### src/rtl/uart_rx_byte_pkg.sv
// rtl/uart_rx_byte_pkg.sv - shared FSM encodings and key codes for the UART byte receiver
package uart_rx_byte_pkg;

    typedef enum logic [2:0] {
        ST_IDLE  = 3'd0,
        ST_START = 3'd1,
        ST_DATA  = 3'd2,
        ST_STOP  = 3'd3,
        ST_BREAK = 3'd4
    } rx_state_e;

    // Arrow key codes the game core reacts to
    localparam logic [7:0] KEY_UP    = 8'd65;
    localparam logic [7:0] KEY_DOWN  = 8'd66;
    localparam logic [7:0] KEY_RIGHT = 8'd67;
    localparam logic [7:0] KEY_LEFT  = 8'd68;

endpackage

### src/rtl/sync_2ff.sv
// rtl/sync_2ff.sv - two-flop synchroniser for a single asynchronous input
module sync_2ff #(
    parameter logic RST_VAL = 1'b1
) (
    input  logic clk_i,
    input  logic rst_ni,
    input  logic d_i,
    output logic q_o
);

    logic meta_q;
    logic sync_q;

    always_ff @(posedge clk_i or negedge rst_ni) begin
        if (!rst_ni) begin
            meta_q <= RST_VAL;
            sync_q <= RST_VAL;
        end else begin
            meta_q <= d_i;
            sync_q <= meta_q;
        end
    end

    assign q_o = sync_q;

endmodule

### src/rtl/uart_rx_byte.sv
// rtl/uart_rx_byte.sv - 8N1 UART receiver producing a held byte and a one-cycle strobe
module uart_rx_byte
    import uart_rx_byte_pkg::*;
#(
    parameter int CLKS_PER_BIT = 273,
    parameter int DATA_BITS    = 8
) (
    input  logic                 px_clk,
    input  logic                 rstn,
    input  logic                 rx,
    output logic [DATA_BITS-1:0] dataRX,
    output logic                 WR_RX,
    output logic                 frame_err
);

    localparam int CW = $clog2(CLKS_PER_BIT);
    localparam logic [CW-1:0] CNT_HALF = CW'(CLKS_PER_BIT / 2 - 1);
    localparam logic [CW-1:0] CNT_FULL = CW'(CLKS_PER_BIT - 1);
    localparam logic [2:0]    IDX_LAST = 3'(DATA_BITS - 1);

    logic                 rx_s;
    rx_state_e            state_q;
    logic [CW-1:0]        cnt_q;
    logic [2:0]           idx_q;
    logic [DATA_BITS-1:0] shreg_q;
    logic [DATA_BITS-1:0] data_q;
    logic                 wr_q;
    logic                 ferr_q;

    sync_2ff #(.RST_VAL(1'b1)) u_rx_sync (
        .clk_i  (px_clk),
        .rst_ni (rstn),
        .d_i    (rx),
        .q_o    (rx_s)
    );

    always_ff @(posedge px_clk or negedge rstn) begin
        if (!rstn) begin
            state_q <= ST_IDLE;
            cnt_q   <= '0;
            idx_q   <= '0;
            shreg_q <= '0;
            data_q  <= '0;
            wr_q    <= 1'b0;
            ferr_q  <= 1'b0;
        end else begin
            wr_q   <= 1'b0;
            ferr_q <= 1'b0;
            case (state_q)
                ST_IDLE: begin
                    cnt_q <= '0;
                    if (!rx_s) state_q <= ST_START;
                end
                ST_START: begin
                    // Re-check the line at mid start bit to reject short glitches
                    if (cnt_q == CNT_HALF) begin
                        cnt_q   <= '0;
                        idx_q   <= '0;
                        state_q <= rx_s ? ST_IDLE : ST_DATA;
                    end else begin
                        cnt_q <= cnt_q + 1'b1;
                    end
                end
                ST_DATA: begin
                    if (cnt_q == CNT_FULL) begin
                        cnt_q   <= '0;
                        shreg_q <= {rx_s, shreg_q[DATA_BITS-1:1]};
                        if (idx_q == IDX_LAST) state_q <= ST_STOP;
                        else                   idx_q   <= idx_q + 3'd1;
                    end else begin
                        cnt_q <= cnt_q + 1'b1;
                    end
                end
                ST_STOP: begin
                    if (cnt_q == CNT_FULL) begin
                        cnt_q <= '0;
                        if (rx_s) begin
                            data_q  <= shreg_q;
                            wr_q    <= 1'b1;
                            state_q <= ST_IDLE;
                        end else begin
                            ferr_q  <= 1'b1;
                            state_q <= ST_BREAK;
                        end
                    end else begin
                        cnt_q <= cnt_q + 1'b1;
                    end
                end
                ST_BREAK: begin
                    // A line held low must go idle before another frame can start
                    if (rx_s) state_q <= ST_IDLE;
                end
                default: state_q <= ST_IDLE;
            endcase
        end
    end

    assign dataRX    = data_q;
    assign WR_RX     = wr_q;
    assign frame_err = ferr_q;

endmodule
### config.mk
export PLATFORM = sky130hd
export DESIGN_NAME = uart_rx_byte
export DESIGN_NICKNAME = d
export VERILOG_FILES = /design/src/rtl/uart_rx_byte_pkg.sv /design/src/rtl/sync_2ff.sv /design/src/rtl/uart_rx_byte.sv
export SDC_FILE = /design/constraint.sdc
export NUM_CORES = 1
export LEC_CHECK = 0
export ABC_AREA = 1
export CORE_ASPECT_RATIO = 1.5
export CORE_MARGIN = 2
export CORE_UTILIZATION = 57
export CTS_BUF_LIST = sky130_fd_sc_hd__clkbuf_4 sky130_fd_sc_hd__clkbuf_8 sky130_fd_sc_hd__clkbuf_16
export CTS_CLUSTER_SIZE = 30
export DETAILED_ROUTE_END_ITERATION = 8
export PLACE_DENSITY = 0.78
export SYNTH_ARGS = -nofsm -noshare
export SYNTH_HDL_FRONTEND = slang
export SYNTH_SLANG_ARGS = --single-unit
### constraint.sdc
create_clock -name px_clk -period 2.04 [get_ports px_clk]
set_input_delay 0.306 -clock px_clk [delete_from_list [all_inputs] [get_ports px_clk]]
set_output_delay 0.306 -clock px_clk [all_outputs]
set_load 0.01 [all_outputs]
==> results.yml <==
outcome:
  status: "completed"
synth:
  synthCells: 211
  synth.avg_cell_area_um2: 8.37
  synthFlopType: "dfrtp_1"
  ys_seq_elements: 35
  synth_fp_nets: 218
  synth_area_um2: 1770
  ys_types: 25
  yosysSeqAreaShare: 0.497
  ys_async_sr_fraction: 1.00
  yosys_warnings: 0
  synth-edff-count: 0
routing:
  wl_per_cell_um: 12.9
  wirelength_um: 3470
  drt.antenna.violating_nets: 0
  vias: 1439
  dr.pass1.iters: 4
  drtIter0Drc: 41
  via_per_inst: 5.37
  drc: 0
clock_tree:
  cts-resized-gates: 0
  clk_pin_slew_ns: 0.07
  htreeDepth: 2
  numCtsBuffers: 5
  cts.sinks: 35
  clockBufferDepth: 2
  tritoncts: "built"
  worst_skew_pair.late_latency_ns: 0.28
  cts_hold_buf: 0
  cts_setup_buffers: 0
  clockRootBuffer: "clkbuf_8"
sta:
  finalCriticalPeriod_ns: 1.61
  fin_ws_ns: 0.430
  fin_skew_ns: 0.00383
  setup_viol: 0
  max_slew_margin: 0.716
  max_freq_ghz: 0.621
  worstMarginPinSlew_ns: 0.426
  maxSlewViolCount: 0
  fin_crit_sh: 0.789
  finalSetupTns_ns: 0
  hold_viol: 0
  fin_hold_ws_ns: 0.368
  rsz0062_at_grt: "no"
place:
  gp_congestion: 0.864
  portBuffers: 12
  hpwl_um: 2540
  dp_slack_ns: 0.473
setup_path:
  crit_path_max_fanout: 15
  crit_type: "reg2reg"
  required_ns: 2.26
  crit_chain: "inv_1 > ha_1 > nand2_2 > nor2_4 > nand4_4 > inv_1 > nand2_1 > nand2_1"
  slowest_delay_ns: 0.43
  timing.critical_path.arrival_ns: 1.83
  crit_path_top_delay_cell: "dfrtp_1"
  startpoint_type: "flop"
  crit_family: "simple AND/OR/NAND/NOR gates"
  cp-end-kind: "flop"
  path_buf_inv: 2
job:
  cap_violations: 0
finish:
  nFillCells: 260
  register_area_um2: 878
  diodes: 0
  final_common_cell: "nand2_1"
  layout_common_cells: "nand2_1, dfrtp_1, inv_1"
  drive_above_1_share: 0.135
  syn_to_final_growth_pct: 16.0
  nets: 235
  multiInputGateArea_um2: 746
global_routing:
  grt_overflow_total: 0
  grtUsageTotal: 0.233
  grt_pass1_vias: 1545
  antenna_found_initial: 0
  grt_max_degree: 36
  grt_pass1_wl_um: 6310
floorplan:
  fp.dieH_um: 72.2
  num_rows: 24
  die_w_um: 49.5
  core_um2: 2940
  io_pins: 13
  die_area_um2: 3570
  start_util: 0.600
power:
  p_leak_uw: 0.00105
  powerDensity_nw_per_um2: 709
  power_uw: 1450
  peakVddDrop_mv: 0.534
min_path:
  min_path_type: "reg2reg"
==> area by class of cell <==
class / count / area share
well taps: 39 / 0.0238
inverters: 30 / 0.0549
clock buffers: 5 / 0.0336
multi-input cells: 143 / 0.364
flip-flops and latches: 35 / 0.429
clock inverters: 3 / 0.0330
repair buffers: 13 / 0.0623
==> worst register-to-register path: cells and delay by family, from the launching register on <==
| kind | cells | cell delay (ns) |
|---|---|---|
| flops | 1 | 0.43 |
| buf+inv | 2 | 0.28 |
| fa+ha+maj | 1 | 0.18 |
| simple gates | 5 | 0.66 |
==> kinds of logic after synthesis <==
kind of cell    count (synthesis)  synth area share
xor+xnor                        2           0.00992
fa+ha+maj                       4            0.0283
buf+inv                        33            0.0807
simple gates                  113             0.300
flops                          35             0.497
compound gates                 24            0.0836
==> registers in the layout, summed over array words and instances, names as in the netlist <==
name and count:
state_q 3, frame_err 1, u_rx_sync.q_o 1, dataRX 8, u_rx_sync.meta_q 1, shreg_q 8, idx_q 3, WR_RX 1
cnt_q 9
==> synth_stat cells, types with 3 or more instances <==
cell,n,area [um2]
o21ai_0,14,70.1
nor2_1,13,48.8
nand4_1,8,50.1
nand2_1,69,259
o21ai_2,6,52.6
dfrtp_1,33,826
ha_1,4,50.1
nand2_2,4,25.0
inv_2,3,11.3
inv_1,27,101
nand3_1,11,55.1
==> worst paths after layout <==
kind | slack [ns] | cells after the start | from | end
worst min-delay path | 0.37 | 0 | u_rx_sync.meta_q | u_rx_sync.q_o
min in group asynchronous | 0.43 | 2 | rstn | cnt_q[6]
worst min register to register | 0.37 | 0 | u_rx_sync.meta_q | u_rx_sync.q_o
worst max register to register | 0.43 | 8 | cnt_q[1] | dataRX[5]
worst max-delay path | 0.43 | 8 | cnt_q[1] | dataRX[5]
max in group asynchronous | 1.28 | 2 | rstn | u_rx_sync.meta_q
==> power breakdown <==
| group | switching (uW) | internal [uW] | leakage [uW] |
|---|---|---|---|
| clock | 246 | 487 | 0.0000644 |
| sequential | 2.90 | 697 | 0.000467 |
| combinational | 13.8 | 5.19 | 0.000515 |
| total | 263 | 1190 | 0.00105 |
==> routing by layer <==
metal  GRT usage  vias up  share of wire
li1            -      697              -
met4       0.154        0          0.030
met3      0.0494       11          0.042
met5           0        -              0
met2       0.417       45           0.56
met1       0.243      686           0.37
==> per-stage QoR <==
stage / instance area [um2] / cells / util
after floorplan: 1770 / 211 / -
after global placement: 1910 / 260 / 0.650
after detailed placement: 1910 / 260 / 0.650
after CTS: 2050 / 268 / 0.696
after global routing: 2050 / 268 / 0.696
final: 2050 / 268 / 0.696
No activity file was read; power rests on OpenSTA's default activity.
==> RTL edit 1 (config.mk and constraints unchanged) <==
Register the input `rx` before use, without a reset. The logic sees it one clock later.
--- a/src/rtl/uart_rx_byte.sv
+++ b/src/rtl/uart_rx_byte.sv
@@ -18,6 +18,12 @@
     localparam logic [CW-1:0] CNT_FULL = CW'(CLKS_PER_BIT - 1);
     localparam logic [2:0]    IDX_LAST = 3'(DATA_BITS - 1);
 
+    logic rx_q;
+
+    always_ff @(posedge px_clk) begin
+        rx_q <= rx;
+    end
+
     logic                 rx_s;
     rx_state_e            state_q;
     logic [CW-1:0]        cnt_q;
@@ -30,7 +36,7 @@
     sync_2ff #(.RST_VAL(1'b1)) u_rx_sync (
         .clk_i  (px_clk),
         .rst_ni (rstn),
-        .d_i    (rx),
+        .d_i    (rx_q),
         .q_o    (rx_s)
     );
 
Function: same outputs for any inputs over 10 cycles, from zero or initial values and one cycle with rstn low; that may be too few to reach the edited logic, so the function may still have changed.
==> RTL edit 1 against the unedited design <==
- clock skew rose by 1.6 ps
- count of clock-buffer cells in the layout rose by 3
- synthesized cell count rose by 0.47%
- area after synthesis rose by 1.1%
- final cell count rose by 0.37%
- design area fell by 0.92%
- highest routed layer unchanged
- global-route usage fell by 0.95 points
- power fell by 11%
- setup slack improved by 13 ps
- sequential cell count rose by 1
- critical path depth fell by 1
- routed wire length fell by 0.86%
==> RTL edit 1: results (changes against the unedited design) <==
* Syn Nets at 219 (was 218)
* Number of global-route vias before repair at 1442 (was 1545)
* Drt initial violations at 49 (was 41)
* Seq/Total Area, Yosys at 50.28% (was 49.72%)
* Outcome: finished, final reports clean (unchanged)
* DRT Pass-1 Iters at 5 (was 4)
* DP Worst Slack at 451.9 ps (was 472.7 ps)
* Placed cells at 261 (was 260)
* VDD IR-drop max at 0.5977 mV (was 0.5338 mV)
* Syn avg cell area at 8.428 um2 (was 8.373 um2)
* RR Startpoint: state_q[2] (was cnt_q[1])
* Worst EP arrival at 1770 ps (was 1830 ps)
* P_leak at 1.044 nW (was 1.047 nW)
* Via density per instance at 5.264 (was 5.369)
* First-pass GRT wire length at 6.134 mm (was 6.313 mm)
* Min-delay src: rx_q (was u_rx_sync.meta_q)
* Share of cells above drive strength 1 at 13.48% (was 13.54%)
* Post-Layout Cell Count at 269 (was 268)
* Worst hold path type: flop to flop (unchanged)
* Worst Skew at 5.400 ps (was 3.826 ps)
* Worst-margin pin slew at 438.6 ps (was 425.6 ps)
* Placed Area at 1933 um2 (was 1913 um2)
* Delay of the slowest critical-path stage at 590 ps (was 430 ps)
* Nets at 236 (was 235)
* Crit-path max FO at 11 (was 15)
* Ys async rst share at 97.22% (was 100.0%)
-- RTL edit 1: cell count changes in the layout (fill, tap and decap cells not counted) --
cell        delta
clkbuf_8       +1
clkinvlp_4     -1
bufinv_16      -2
dfxtp_1        +1
clkbuf_4       +2
-- RTL edit 1: area by class of cell --
cell class / instances / area, um2
clock buffer: 8 / 97.59
multi-input combinational: 143 / 745.7
fill: 258 / 912.1
tap: 39 / 48.80
inverter: 30 / 112.6
sequential: 36 / 898.4
timing repair buffer: 13 / 127.6
-- RTL edit 1: report_power, final --
part           internal [W]  switching, W
logic            0.00000518     0.0000142
registers          0.000718    0.00000340
clock network      0.000302      0.000245
-- RTL edit 1: cells by family (layout without fill, tap and decap cells) --
| kind of cell | after synthesis | after routing | share of synthesized area, % |
|---|---|---|---|
| fa+ha+maj | 4 | 4 | 2.801 |
| compound gates | 24 | 24 | 8.263 |
| buf+inv | 33 | 51 | 7.983 |
| flops | 36 | 36 | 50.28 |
| xor+xnor | 2 | 2 | 0.9806 |
| simple gates | 113 | 113 | 29.69 |
-- RTL edit 1: stage by stage --
stage	hold WS [ps]	util [%]
after floorplan	10.41	-
after global placement	284.3	65.69
after detailed placement	287.4	65.69
after CTS	297.0	69.01
after global routing	303.2	69.01
final	294.8	69.01
-- RTL edit 1: final timing paths --
path | endpoint | slack (ps) | cells after the start
min in group asynchronous | cnt_q[4] | 420 | 2
max in group asynchronous | u_rx_sync.meta_q | 1270 | 2
worst min-delay path | u_rx_sync.meta_q | 290 | 0
worst max-delay path | cnt_q[2] | 440 | 7
worst min register to register | u_rx_sync.meta_q | 290 | 0
worst max register to register | cnt_q[2] | 440 | 7
-- RTL edit 1: worst reg2reg max path: cells and delay by family (launching register included) --
family / cells / cell delay, ps
buffers and inverters: 2 / 240
AND/OR/NAND/NOR: 5 / 660
flip-flops: 1 / 590
-- RTL edit 1: metal layers --
layer	wire length, um	global-route usage, %	vias up
met3	118	4.918	11
li1	-	-	704
met4	88	10.80	0
met1	1382	23.42	674
met5	0	0	-
met2	1850	41.48	27
==> RTL edit 2 (same settings) <==
Made on the original files. Set the parameter `DATA_BITS` to 12 (it was 8).
--- a/src/rtl/uart_rx_byte.sv
+++ b/src/rtl/uart_rx_byte.sv
@@ -3,7 +3,7 @@
     import uart_rx_byte_pkg::*;
 #(
     parameter int CLKS_PER_BIT = 273,
-    parameter int DATA_BITS    = 8
+    parameter int DATA_BITS    = 12
 ) (
     input  logic                 px_clk,
     input  logic                 rstn,
Interface: changed (resized dataRX); port bits go from 13 to 17. The function was not compared with the original's and may differ.
==> RTL edit 2 against the unedited design <==
- worst hold slack got worse by 320 ps
- area after synthesis up 17%
- setup slack got worse by 94 ps
- routed wire length up 6.8%
- sequential cell count grew 8
- via count is 12% higher
- maximum frequency down 5.5%
- critical path type unchanged
- power shrank 2.3%
- first-iteration DRC count increased by 4.9%
- design area rose by 14%
==> RTL edit 2: results (changes against the unedited design) <==
* Share of cells above drive strength 1 at 12.36% (was 13.54%)
* Postcts setup bufs at 0 (unchanged)
* Antenna violations before repair at 0 (unchanged)
* Most frequent cells after synthesis: nand2_1 (96), dfrtp_1 (41), inv_1 (19), o21ai_0 (18), nor2_1 (16) (was nand2_1 (69), dfrtp_1 (33), inv_1 (27), o21ai_0 (14), nor2_1 (13))
* Synthesis Warnings at 0 (unchanged)
* Highest Signal Layer: met4 (unchanged)
* First-pass GRT wire length at 6.824 mm (was 6.313 mm)
* Synth Flop Type: dfrtp_1 (unchanged)
* Seq/Total Area, Yosys at 52.24% (was 49.72%)
* Clock root cell: clkbuf_8 (unchanged)
* Sw frac at 21.63% (was 18.11%)
* Crit-path max FO at 15 (unchanged)
* Worst EP arrival at 1900 ps (was 1830 ps)
* Library cells used by synthesis at 25 (unchanged)
* Diode count at 0 (unchanged)
* FF-to-FF setup slack at 340 ps (was 430 ps)
* P_leak at 1.195 nW (was 1.047 nW)
* Gpl congestion at 0.9126 (was 0.8639)
* Worst-margin pin slew at 527.9 ps (was 425.6 ps)
* Latest clock arrival within the worst-skew pair at 300 ps (was 280 ps)
* CP top delay family: simple AND/OR/NAND/NOR gates (unchanged)
* Met3 wire length at 115 um (was 145 um)
* Seq pwr share at 60.5% (was 48.2%)
* Outcome: finished, final reports clean (unchanged)
* Met2 wire length at 1.914 mm (was 1.938 mm)
* Worst hold path type: input port to async pin (was flop to flop)
* FF-to-FF End: shreg_q[9] (was dataRX[5])
* Synth area leaders: dfrtp_1 (50%), nand2_1 (17%), o21ai_0 (4.4%) (was dfrtp_1 (47%), nand2_1 (15%), inv_1 (5.7%))
* Largest net degree at the start of global routing at 44 (was 36)
* HPWL after detailed placement at 2.713 mm (was 2.542 mm)
* DRT met1 WL at 1.592 mm (was 1.282 mm)
* VDD IR-drop max at 0.5405 mV (was 0.5338 mV)
* Nets at 273 (was 235)
* H-tree level count at 2 (unchanged)
* RR Startpoint: cnt_q[0] (was cnt_q[1])
* DRT Pass-1 Iters at 4 (unchanged)
* Worst reg-to-reg path cell count at 8 (unchanged)
* # port buffers at 16 (was 12)
* DR vias at 1615 (was 1439)
* Ys async rst share at 100.0% (unchanged)
* CTS clk-pin slew, worst paths at 80 ps
* Worst Skew at 5.160 ps (was 3.826 ps)
* Delay of the slowest critical-path stage at 390 ps (was 430 ps)
* Syn Nets at 255 (was 218)
* Gate power share at 1.5% (was 1.3%)
* All-Layer GR Usage at 22.12% (was 23.28%)
* WL final at 3.707 mm (was 3.470 mm)
* Drt initial violations at 43 (was 41)
[RTL edit 2: cell count changes after synthesis, sizes merged, moves of 3 or more]
cell,unedited run,this run
inv,30,26
nor2,18,22
dfrtp,33,41
nand2,74,102
o21ai,21,18
[RTL edit 2: how the worst max path moves through the flow]
| stage | to | slack [ps] | depth (start not counted) | startpoint |
|---|---|---|---|---|
| CTS | shreg_q[9] | 330 | 8 | cnt_q[0] |
| global placement | shreg_q[9] | 390 | 8 | cnt_q[0] |
| global route | shreg_q[11] | 140 | 8 | cnt_q[0] |
| finish | shreg_q[9] | 340 | 8 | cnt_q[0] |
| detailed placement | shreg_q[9] | 340 | 8 | cnt_q[0] |
| floorplan | cnt_q[5] | 600 | 9 | cnt_q[0] |
[RTL edit 2: final cells by class]
class	count	area, um2
Fill cell	300	1120
Sequential cell	43	1079
Multi-Input combinational cell	173	848.3
Timing Repair Buffer	17	162.7
Inverter	26	97.59
Clock buffer	6	76.32
Tap cell	42	52.55
Clock inverter	2	12.51
[RTL edit 2: cells by family after synthesis]
logic type | share of synthesized area, %
AO/OA/AOI/OAI | 5.334
XOR/XNOR | 1.697
buffers and inverters | 6.667
AND/OR/NAND/NOR | 31.64
adder cells (fa/ha/maj) | 2.424
flip-flops | 52.24
[RTL edit 2: stage by stage]
step	instance area [um2]	util (%)	hold WS [ps]	power (W)	std cells
detailed placement	2240	64.95	349.1	0.0008976	301
global placement	2240	64.95	345.4	0.0008969	301
CTS	2328	67.53	82.65	0.001437	309
global route	2328	67.53	122.7	0.001478	309
floorplan	2064	-	10.41	0.0008758	248
finish	2328	67.53	51.10	0.001419	309
[RTL edit 2: layer usage]
metal | track usage [%] | up-vias
met4 | 10.00 | 0
met5 | 0 | -
met3 | 4.423 | 9
li1 | - | 813
met2 | 37.63 | 30
met1 | 26.01 | 763
